### src/rtl/spi_ram_master_if.sv
// Command/response port and serial pins of the SPI RAM master.
`timescale 1ns/1ps
interface spi_ram_master_if;
  // Handshake: the requester raises cmd_valid with stable cmd_op/cmd_data and holds them
  // until a rising edge on which cmd_ready is also high; that edge transfers the command.
  // cmd_ready never depends on cmd_valid. rsp_valid is a one-cycle pulse with no
  // back-pressure; rsp_data holds the last read byte until the next pulse.
  logic       cmd_valid;
  logic       cmd_ready;
  logic [1:0] cmd_op;
  logic [7:0] cmd_data;
  logic       rsp_valid;
  logic [7:0] rsp_data;
  logic       busy;
  logic       ss_n;
  logic       mosi;
  logic       miso;

  modport master (
    input  cmd_valid, cmd_op, cmd_data, miso,
    output cmd_ready, rsp_valid, rsp_data, busy, ss_n, mosi
  );

  modport slave (
    output cmd_valid, cmd_op, cmd_data, miso,
    input  cmd_ready, rsp_valid, rsp_data, busy, ss_n, mosi
  );
endinterface

### src/rtl/spi_ram_master.sv
// SPI master that serialises one RAM command per handshake into a slave frame and
// returns the read byte of read-data commands on a one-cycle strobe.
`timescale 1ns/1ps
module spi_ram_master #(
  parameter int unsigned RD_WAIT    = 2,
  parameter int unsigned GAP_CYCLES = 1
) (
  input  logic             clk,
  input  logic             rst,
  spi_ram_master_if.master bus,
  output logic [2:0]       dbg_state
);

  localparam logic [2:0] ST_IDLE  = 3'd0;
  localparam logic [2:0] ST_START = 3'd1;
  localparam logic [2:0] ST_SHIFT = 3'd2;
  localparam logic [2:0] ST_WAIT  = 3'd3;
  localparam logic [2:0] ST_RECV  = 3'd4;
  localparam logic [2:0] ST_RESP  = 3'd5;
  localparam logic [2:0] ST_GAP   = 3'd6;

  // Counter loads are length-1: a phase ends on the edge where the counter reads zero.
  localparam logic [3:0] SHIFT_LOAD    = 4'd9;
  localparam logic [3:0] RECV_LOAD     = 4'd7;
  localparam logic [3:0] WAIT_LOAD     = (RD_WAIT > 0) ? 4'(RD_WAIT - 1) : 4'd0;
  localparam logic [3:0] GAP_LOAD      = (GAP_CYCLES > 0) ? 4'(GAP_CYCLES - 1) : 4'd0;
  localparam logic [3:0] RESP_GAP_LOAD = (GAP_CYCLES > 1) ? 4'(GAP_CYCLES - 2) : 4'd0;

  localparam logic [1:0] OP_RD_DATA = 2'b11;

  logic [2:0] state_q, state_d;
  logic [3:0] cnt_q, cnt_d;
  logic [9:0] shreg_q, shreg_d;
  logic [7:0] rx_q, rx_d;
  logic       is_rd_q, is_rd_d;
  logic       ss_n_q, ss_n_d;
  logic       mosi_q, mosi_d;
  logic       rsp_valid_q, rsp_valid_d;
  logic [7:0] rsp_data_q, rsp_data_d;
  logic       accept;

  assign bus.cmd_ready = (state_q == ST_IDLE);
  assign bus.busy      = (state_q != ST_IDLE);
  assign accept        = bus.cmd_valid && bus.cmd_ready;

  assign bus.ss_n      = ss_n_q;
  assign bus.mosi      = mosi_q;
  assign bus.rsp_valid = rsp_valid_q;
  assign bus.rsp_data  = rsp_data_q;
  assign dbg_state     = state_q;

  // The *_d values of ss_n/mosi/rsp_* are what the pins show after the coming edge,
  // so each pin lags the state that produced it by one cycle.
  always_comb begin
    state_d     = state_q;
    cnt_d       = cnt_q;
    shreg_d     = shreg_q;
    rx_d        = rx_q;
    is_rd_d     = is_rd_q;
    ss_n_d      = 1'b1;
    mosi_d      = 1'b0;
    rsp_valid_d = 1'b0;
    rsp_data_d  = rsp_data_q;

    case (state_q)
      ST_IDLE: begin
        if (accept) begin
          shreg_d = {bus.cmd_op, bus.cmd_data};
          is_rd_d = (bus.cmd_op == OP_RD_DATA);
          state_d = ST_START;
        end
      end

      ST_START: begin
        // shreg_q[9] is cmd_op[1], the slave's read/write select bit.
        ss_n_d  = 1'b0;
        mosi_d  = shreg_q[9];
        cnt_d   = SHIFT_LOAD;
        state_d = ST_SHIFT;
      end

      ST_SHIFT: begin
        ss_n_d  = 1'b0;
        mosi_d  = shreg_q[9];
        shreg_d = {shreg_q[8:0], 1'b0};
        if (cnt_q == 4'd0) begin
          if (is_rd_q) begin
            if (RD_WAIT == 0) begin
              cnt_d   = RECV_LOAD;
              state_d = ST_RECV;
            end else begin
              cnt_d   = WAIT_LOAD;
              state_d = ST_WAIT;
            end
          end else begin
            cnt_d   = GAP_LOAD;
            state_d = ST_GAP;
          end
        end else begin
          cnt_d = cnt_q - 4'd1;
        end
      end

      ST_WAIT: begin
        ss_n_d = 1'b0;
        if (cnt_q == 4'd0) begin
          cnt_d   = RECV_LOAD;
          state_d = ST_RECV;
        end else begin
          cnt_d = cnt_q - 4'd1;
        end
      end

      ST_RECV: begin
        ss_n_d = 1'b0;
        rx_d   = {rx_q[6:0], bus.miso};
        if (cnt_q == 4'd0) begin
          state_d = ST_RESP;
        end else begin
          cnt_d = cnt_q - 4'd1;
        end
      end

      ST_RESP: begin
        // This cycle already counts as the first gap cycle after a read.
        rsp_valid_d = 1'b1;
        rsp_data_d  = rx_q;
        if (GAP_CYCLES > 1) begin
          cnt_d   = RESP_GAP_LOAD;
          state_d = ST_GAP;
        end else begin
          state_d = ST_IDLE;
        end
      end

      ST_GAP: begin
        if (cnt_q == 4'd0) begin
          state_d = ST_IDLE;
        end else begin
          cnt_d = cnt_q - 4'd1;
        end
      end

      default: begin
        state_d = ST_IDLE;
      end
    endcase
  end

  always_ff @(posedge clk) begin
    if (rst) begin
      state_q     <= ST_IDLE;
      cnt_q       <= 4'd0;
      shreg_q     <= 10'd0;
      rx_q        <= 8'd0;
      is_rd_q     <= 1'b0;
      ss_n_q      <= 1'b1;
      mosi_q      <= 1'b0;
      rsp_valid_q <= 1'b0;
      rsp_data_q  <= 8'd0;
    end else begin
      state_q     <= state_d;
      cnt_q       <= cnt_d;
      shreg_q     <= shreg_d;
      rx_q        <= rx_d;
      is_rd_q     <= is_rd_d;
      ss_n_q      <= ss_n_d;
      mosi_q      <= mosi_d;
      rsp_valid_q <= rsp_valid_d;
      rsp_data_q  <= rsp_data_d;
    end
  end

endmodule

### src/flat_wrapper.sv
// flat-port wrapper written by rule: the top's interface ports become plain ports
module spi_ram_master_flat 
#(
  parameter int unsigned RD_WAIT    = 2,
  parameter int unsigned GAP_CYCLES = 1
)
  (clk, rst, dbg_state, bus_cmd_valid, bus_cmd_op, bus_cmd_data, bus_miso, bus_cmd_ready, bus_rsp_valid, bus_rsp_data, bus_busy, bus_ss_n, bus_mosi);
  spi_ram_master_if bus_i ();
  input  logic clk;
  input  logic rst;
  output logic [2:0] dbg_state;
  input wire logic [$bits(bus_i.cmd_valid)-1:0] bus_cmd_valid;
  input wire logic [$bits(bus_i.cmd_op)-1:0] bus_cmd_op;
  input wire logic [$bits(bus_i.cmd_data)-1:0] bus_cmd_data;
  input wire logic [$bits(bus_i.miso)-1:0] bus_miso;
  output wire logic [$bits(bus_i.cmd_ready)-1:0] bus_cmd_ready;
  output wire logic [$bits(bus_i.rsp_valid)-1:0] bus_rsp_valid;
  output wire logic [$bits(bus_i.rsp_data)-1:0] bus_rsp_data;
  output wire logic [$bits(bus_i.busy)-1:0] bus_busy;
  output wire logic [$bits(bus_i.ss_n)-1:0] bus_ss_n;
  output wire logic [$bits(bus_i.mosi)-1:0] bus_mosi;
  assign bus_i.cmd_valid = bus_cmd_valid;
  assign bus_i.cmd_op = bus_cmd_op;
  assign bus_i.cmd_data = bus_cmd_data;
  assign bus_i.miso = bus_miso;
  assign bus_cmd_ready = bus_i.cmd_ready;
  assign bus_rsp_valid = bus_i.rsp_valid;
  assign bus_rsp_data = bus_i.rsp_data;
  assign bus_busy = bus_i.busy;
  assign bus_ss_n = bus_i.ss_n;
  assign bus_mosi = bus_i.mosi;
  spi_ram_master #(.RD_WAIT(RD_WAIT), .GAP_CYCLES(GAP_CYCLES)) u_core (.clk(clk), .rst(rst), .bus(bus_i), .dbg_state(dbg_state));
endmodule
### config.mk
export PLATFORM = sky130hd
export DESIGN_NAME = spi_ram_master_flat
export DESIGN_NICKNAME = d
export VERILOG_FILES = /design/src/rtl/spi_ram_master_if.sv /design/src/rtl/spi_ram_master.sv /design/src/flat_wrapper.sv
export SDC_FILE = /design/constraint.sdc
export NUM_CORES = 1
export LEC_CHECK = 0
export BUFFER_PORTS_ARGS = -buffer_cell sky130_fd_sc_hd__buf_2
export CAP_MARGIN = 10
export CELL_PAD_IN_SITES_DETAIL_PLACEMENT = 0
export CELL_PAD_IN_SITES_GLOBAL_PLACEMENT = 2
export CORE_UTILIZATION = 38
export CTS_BUF_LIST = sky130_fd_sc_hd__clkbuf_4
export DETAILED_ROUTE_END_ITERATION = 8
export GPL_TIMING_DRIVEN = 0
export PLACE_DENSITY_LB_ADDON = 0.08
export SETUP_SLACK_MARGIN = 0.05
export SLEW_MARGIN = 40
export SYNTH_ARGS = -nofsm -noshare
export SYNTH_HDL_FRONTEND = slang
export SYNTH_SLANG_ARGS = --single-unit
export TNS_END_PERCENT = 30
### constraint.sdc
create_clock -name clk -period 3.63 [get_ports clk]
set_clock_uncertainty 0.15 [all_clocks]
set_input_delay 0.363 -clock clk [delete_from_list [all_inputs] [get_ports clk]]
set_output_delay 0.363 -clock clk [all_outputs]
set_load 0.01 [all_outputs]
# Yosys cells after proc, flatten, opt, wreduce, memory -nomap -nowiden
# Cells that the tools add are included.
[word_totals]
regBits = 37
output_inout_bits = 16
elab_cells = 54
[op_classes]
addsub = 1
eq_ne = 13
n_mux = 16
bitwise = 1
reduce_logical = 14
[op_table]
columns = ["cell", "count"]
rows = [
  ["$pmux W10 S2", 1],
  ["$mux W3", 6],
  ["$pmux W3 S6", 1],
  ["$pmux W4 S4", 1],
  ["$mux W4", 3],
  ["$mux W10", 1],
  ["$eq A3 B3 Y1 const B", 3],
  ["$ne A2 B1 Y1 const B", 4],
  ["$eq A3 B2 Y1 const B", 2],
  ["$reduce_and A2 Y1", 3],
  ["$reduce_or A2 Y1", 3],
  ["$reduce_and A5 Y1", 1],
  ["$logic_not A4 Y1", 1],
  ["$ne A2 B2 Y1 const B", 2],
  ["$reduce_bool A4 Y1", 1],
  ["$reduce_or A4 Y1", 1],
  ["$sub A4 B1 Y4 const B", 1],
  ["$eq A3 B1 Y1 const B", 1],
  ["$logic_not A3 Y1", 1],
  ["$mux W1", 3],
  ["$reduce_bool A3 Y1", 1],
  ["$eq A2 B2 Y1 const B", 1],
  ["$reduce_bool A2 Y1", 1],
  ["$logic_and A1 B1 Y1", 1],
  ["$not A1 Y1", 1],
]

# Logic depth before layout (Yosys ltp)
[logic_depth]
word_depth = 4
ltp_mapped = 6
ltp_nobuf = 5

# Worst setup path after synthesis
# OpenSTA, ideal clock, no wires.
[synth_path]
path_kind = "flip-flop to flip-flop"
startpoint = "reg u_core.cnt_q[0]"
endpoint = "reg u_core.cnt_q[1]"
arrival_ns = 1.430
required_time_ns = 3.405
slack_ns = 1.976
path_stages_with_launch = 6
n_path_buf = 0
cell_sequence = "dfxtp_1 -> inv_1 -> ha_1 -> nor3b_2 -> or4_1 -> a31oi_1"
[synth_via]
elab_chain_cells = 3
word_cells_on_any_way = 8
cone_classes = "add/sub: 1; eq/ne: 1; mux: 4; reduce/logical: 2"
[synth_lines]
columns = ["item", "line", "source"]
rows = [
  ["start: declaration", "spi_ram_master.sv:32", "logic [3:0] cnt_q, cnt_d;"],
  ["start signal: assignment", "spi_ram_master.sv:163", "cnt_q <= cnt_d;"],
  ["$sub A4 B1 Y4 or $logic_not A4 Y1 (tied branches)", "-", ""],
  ["$mux W4, or another cell as far along", "spi_ram_master.sv:117, spi_ram_master.sv:137", ""],
  ["$pmux W4 S4 or $reduce_and A2 Y1 (tied branches)", "-", ""],
]
# Several ways; a longest one is shown, not always the timed one. The select of a mux whose other input is x is not followed.
# A chain may end at the register's enable or synchronous reset.

# Worst setup path after layout
[layout_path]
startpoint = "reg u_core.state_q[2], in the netlist u_core.dbg_state[2]"
endpoint = "out bus_cmd_ready"
[layout_via]
elab_chain_cells = 1
[layout_lines]
columns = ["item", "line", "source"]
rows = [
  ["start: declaration", "spi_ram_master.sv:31", "logic [2:0] state_q, state_d;"],
  ["start signal: assignment", "spi_ram_master.sv:162", "state_q <= state_d;"],
  ["$logic_not A3 Y1", "spi_ram_master.sv:42", "assign bus.cmd_ready = (state_q == ST_IDLE);"],
  ["end: declaration", "flat_wrapper.sv:16", "output wire logic [$bits(bus_i.cmd_ready)-1:0] bus_cmd_ready;"],
]
# No other way between the ends.

==> impl_metrics.toml <==
[floorplan]
placementRows = 23
die-width_um = 68.7
start_util_pct = 40.9
core_um2 = 4140
io_pins = 30
die_y_um = 68.7
dieArea_um2 = 4730

[clock_network]
postCtsHoldBufs = 0
clkTransAtPathRegs_ns = 0.11
cts_made_buffers = 5
h-tree-depth = 2
cts_sinks = 37
cts_root_buffer = "clkbuf_4"
cts_tree = "built"
clockBufferDepth = 2
cts_resized = 0
clkLatencyLatePin_ns = 0.33
post-cts-setup-buffers = 0

[worst_hold_path]
hp-start = "bus_miso"
hold-path-cell-count = 3
hold_class = "input pin to flip-flop"
min_to = "u_core.rx_q[0]"

[critical_path]
path_cells = "buf_4 > or3_4 > inv_2 > buf_2"
critPathMaxStageDelay_ns = 0.39
r2r-start = "u_core.cnt_q[1]"
cp_slowest_cell = "or3_4"
crit_required_ns = 3.12
r2r-end = "u_core.dbg_state[0]"
worstSetupEndpointType = "output pin"
worstSetupPathType = "flip-flop to output pin"
regToRegSetupSlack_ns = 1.77
cp.arrival_ns = 1.42
start_kind = "flip-flop"
cp_max_fo = 10
rr_worst_depth = 5

[global_routing]
antenna_found_initial = 0
grt_start_max_net_pins = 12
grt_overflow_total = 0
grt_pass1_vias = 1308
grt_pass1_wl_mm = 6.02
grt_usage_pct = 17.7

[timing]
finalCritPeriodShare_pct = 53.2
drv_slew = 0
tns_ns = 0
slew_headroom_pct = 56.6
worst_pin_slew_ns = 0.642
fmax_mhz = 517
rsz0062_at_grt = "no"
hold_viol = 0
setup_viol = 0
period_minus_slack_ns = 1.93

[placed_design]
io_buffer_count = 28
place_congestion = 0.773
hpwlAfterDp_mm = 2.55

[detailed_routing]
vias_per_cell = 5.26
drc = 0
vias = 1368
drt_iter0_drc = 53
drt_wl_total_mm = 3.54
ant_nets = 0
firstDrtPassIters = 4
wl_per_cell_um = 13.6

[finish]
antennaDiodeCount = 0
final_cell_mix = "37 x dfxtp_1, 34 x buf_2, 27 x mux2i_1"
final_common_cell = "dfxtp_1"
drive_gt1_share_pct = 24.3
final_nets = 224
area_growth_pct = 16.6
fin_util_pct = 47.6

[synth]
syn_inst = 174
synth_area_um2 = 1690
avgSynthCellArea_um2 = 9.73
ys_warn_count = 0
syn_nets = 189
ys_seq_elements = 37
ys_types = 42
yosysSeqAreaShare_pct = 43.8

[run]
max_cap_violations = 0

[outcome]
run_status = "completed"

[power]
powerDensity_nw_per_um2 = 646
irDropWorstVdd_v = 0.000299
p_leak_nw = 0.827
[metal layers]
metal | global-route usage, % | wire length, um | up-vias
li1 | - | - | 701
met1 | 22.0 | 1730 | 635
met2 | 28.8 | 1610 | 26
met3 | 3.45 | 154 | 6
met4 | 9.18 | 52 | 0
met5 | 0 | 0 | -
[cells in the mapped netlist]
cell	n	area [um^2]
o31a_1	1	8.76
a211oi_1	10	75.1
inv_2	1	3.75
nor3b_2	1	12.5
nand3b_1	2	15.0
nand4bb_1	1	11.3
a221oi_2	1	15.0
buf_6	1	11.3
a311oi_1	1	8.76
nor2_1	22	82.6
nand3_1	3	15.0
a21oi_1	10	50.1
or2_1	1	6.26
xnor2_1	1	8.76
a21boi_1	1	7.51
nor3_1	3	15.0
nor3b_1	2	15.0
buf_2	6	30.0
o31ai_1	2	15.0
nor4b_2	1	15.0
dfxtp_1	37	741
nand2_1	1	3.75
a221oi_1	1	8.76
a41oi_1	1	8.76
a311o_1	1	10.0
buf_4	2	15.0
ha_1	1	12.5
inv_1	4	15.0
nor4bb_1	2	20.0
nor2b_1	3	18.8
nor4b_1	2	17.5
o21bai_1	3	22.5
and2_4	1	8.76
clkbuf_1	6	22.5
mux2i_1	27	270
o21ai_0	3	15.0
a31oi_1	1	6.26
or4_1	1	7.51
or4_4	1	11.3
or3_4	1	11.3
or3_1	2	12.5
and2_1	2	12.5
[registers in the layout, summed over array words and instances (netlist names)]
register	flops
u_core.bus.mosi	1
u_core.rx_q	8
u_core.bus.rsp_valid	1
u_core.shreg_q	10
u_core.bus.rsp_data	8
u_core.dbg_state	3
u_core.bus.ss_n	1
u_core.is_rd_q	1
u_core.cnt_q	4
[per-stage QoR]
stage	area (um^2)	std cells	power (mW)	hold WS [ns]	setup slack (ns)
after floorplan	1690	174	0.888	0.309	1.98
after global placement	1900	252	0.990	0.323	1.80
after detailed placement	1900	252	1.00	0.332	1.81
after CTS	1970	260	1.29	0.120	1.68
after global routing	1970	260	1.37	0.141	1.55
final	1970	260	1.27	0.129	1.70
[layout make-up]
class	count	area [um^2]
buffer	15	78.8
clock buffer	6	45.0
clock inverter	2	33.8
fill	423	2170
inverter	5	18.8
multi-input combinational	117	855
sequential	37	741
tap	50	62.6
timing repair buffer	28	140
[kinds of logic after synthesis]
group | synth area share (%)
muxes | 16.0
adders and majority gates | 0.739
and+or+nand+nor | 18.4
xor gates and xnor gates | 0.517
AOI/OAI and AO/OA | 14.9
DFF | 43.8
buffers and inverters | 5.76
[worst max-delay path by stage]
stage	from	end	slack [ns]
after floorplan	u_core.cnt_q[0]	u_core.cnt_q[1]	1.98
after global placement	u_core.cnt_q[0]	u_core.dbg_state[0]	1.80
after detailed placement	u_core.cnt_q[0]	u_core.dbg_state[0]	1.81
after CTS	u_core.dbg_state[2]	bus_cmd_ready	1.68
after global routing	u_core.cnt_q[1]	u_core.dbg_state[0]	1.55
final	u_core.dbg_state[2]	bus_cmd_ready	1.70
[worst max-delay path: cells and delay by family (launching register included)]
kind / cells / cell delay [ns]
DFF: 1 / 0.32
buffers and inverters: 3 / 0.37
and+or+nand+nor: 1 / 0.39
[report_power, final]
part,switching [mW],total [mW],internal [mW]
sequential,0.0485,0.517,0.468
clock,0.129,0.280,0.151
combinational,0.263,0.478,0.215
Power figures use the tool's default switching activity.
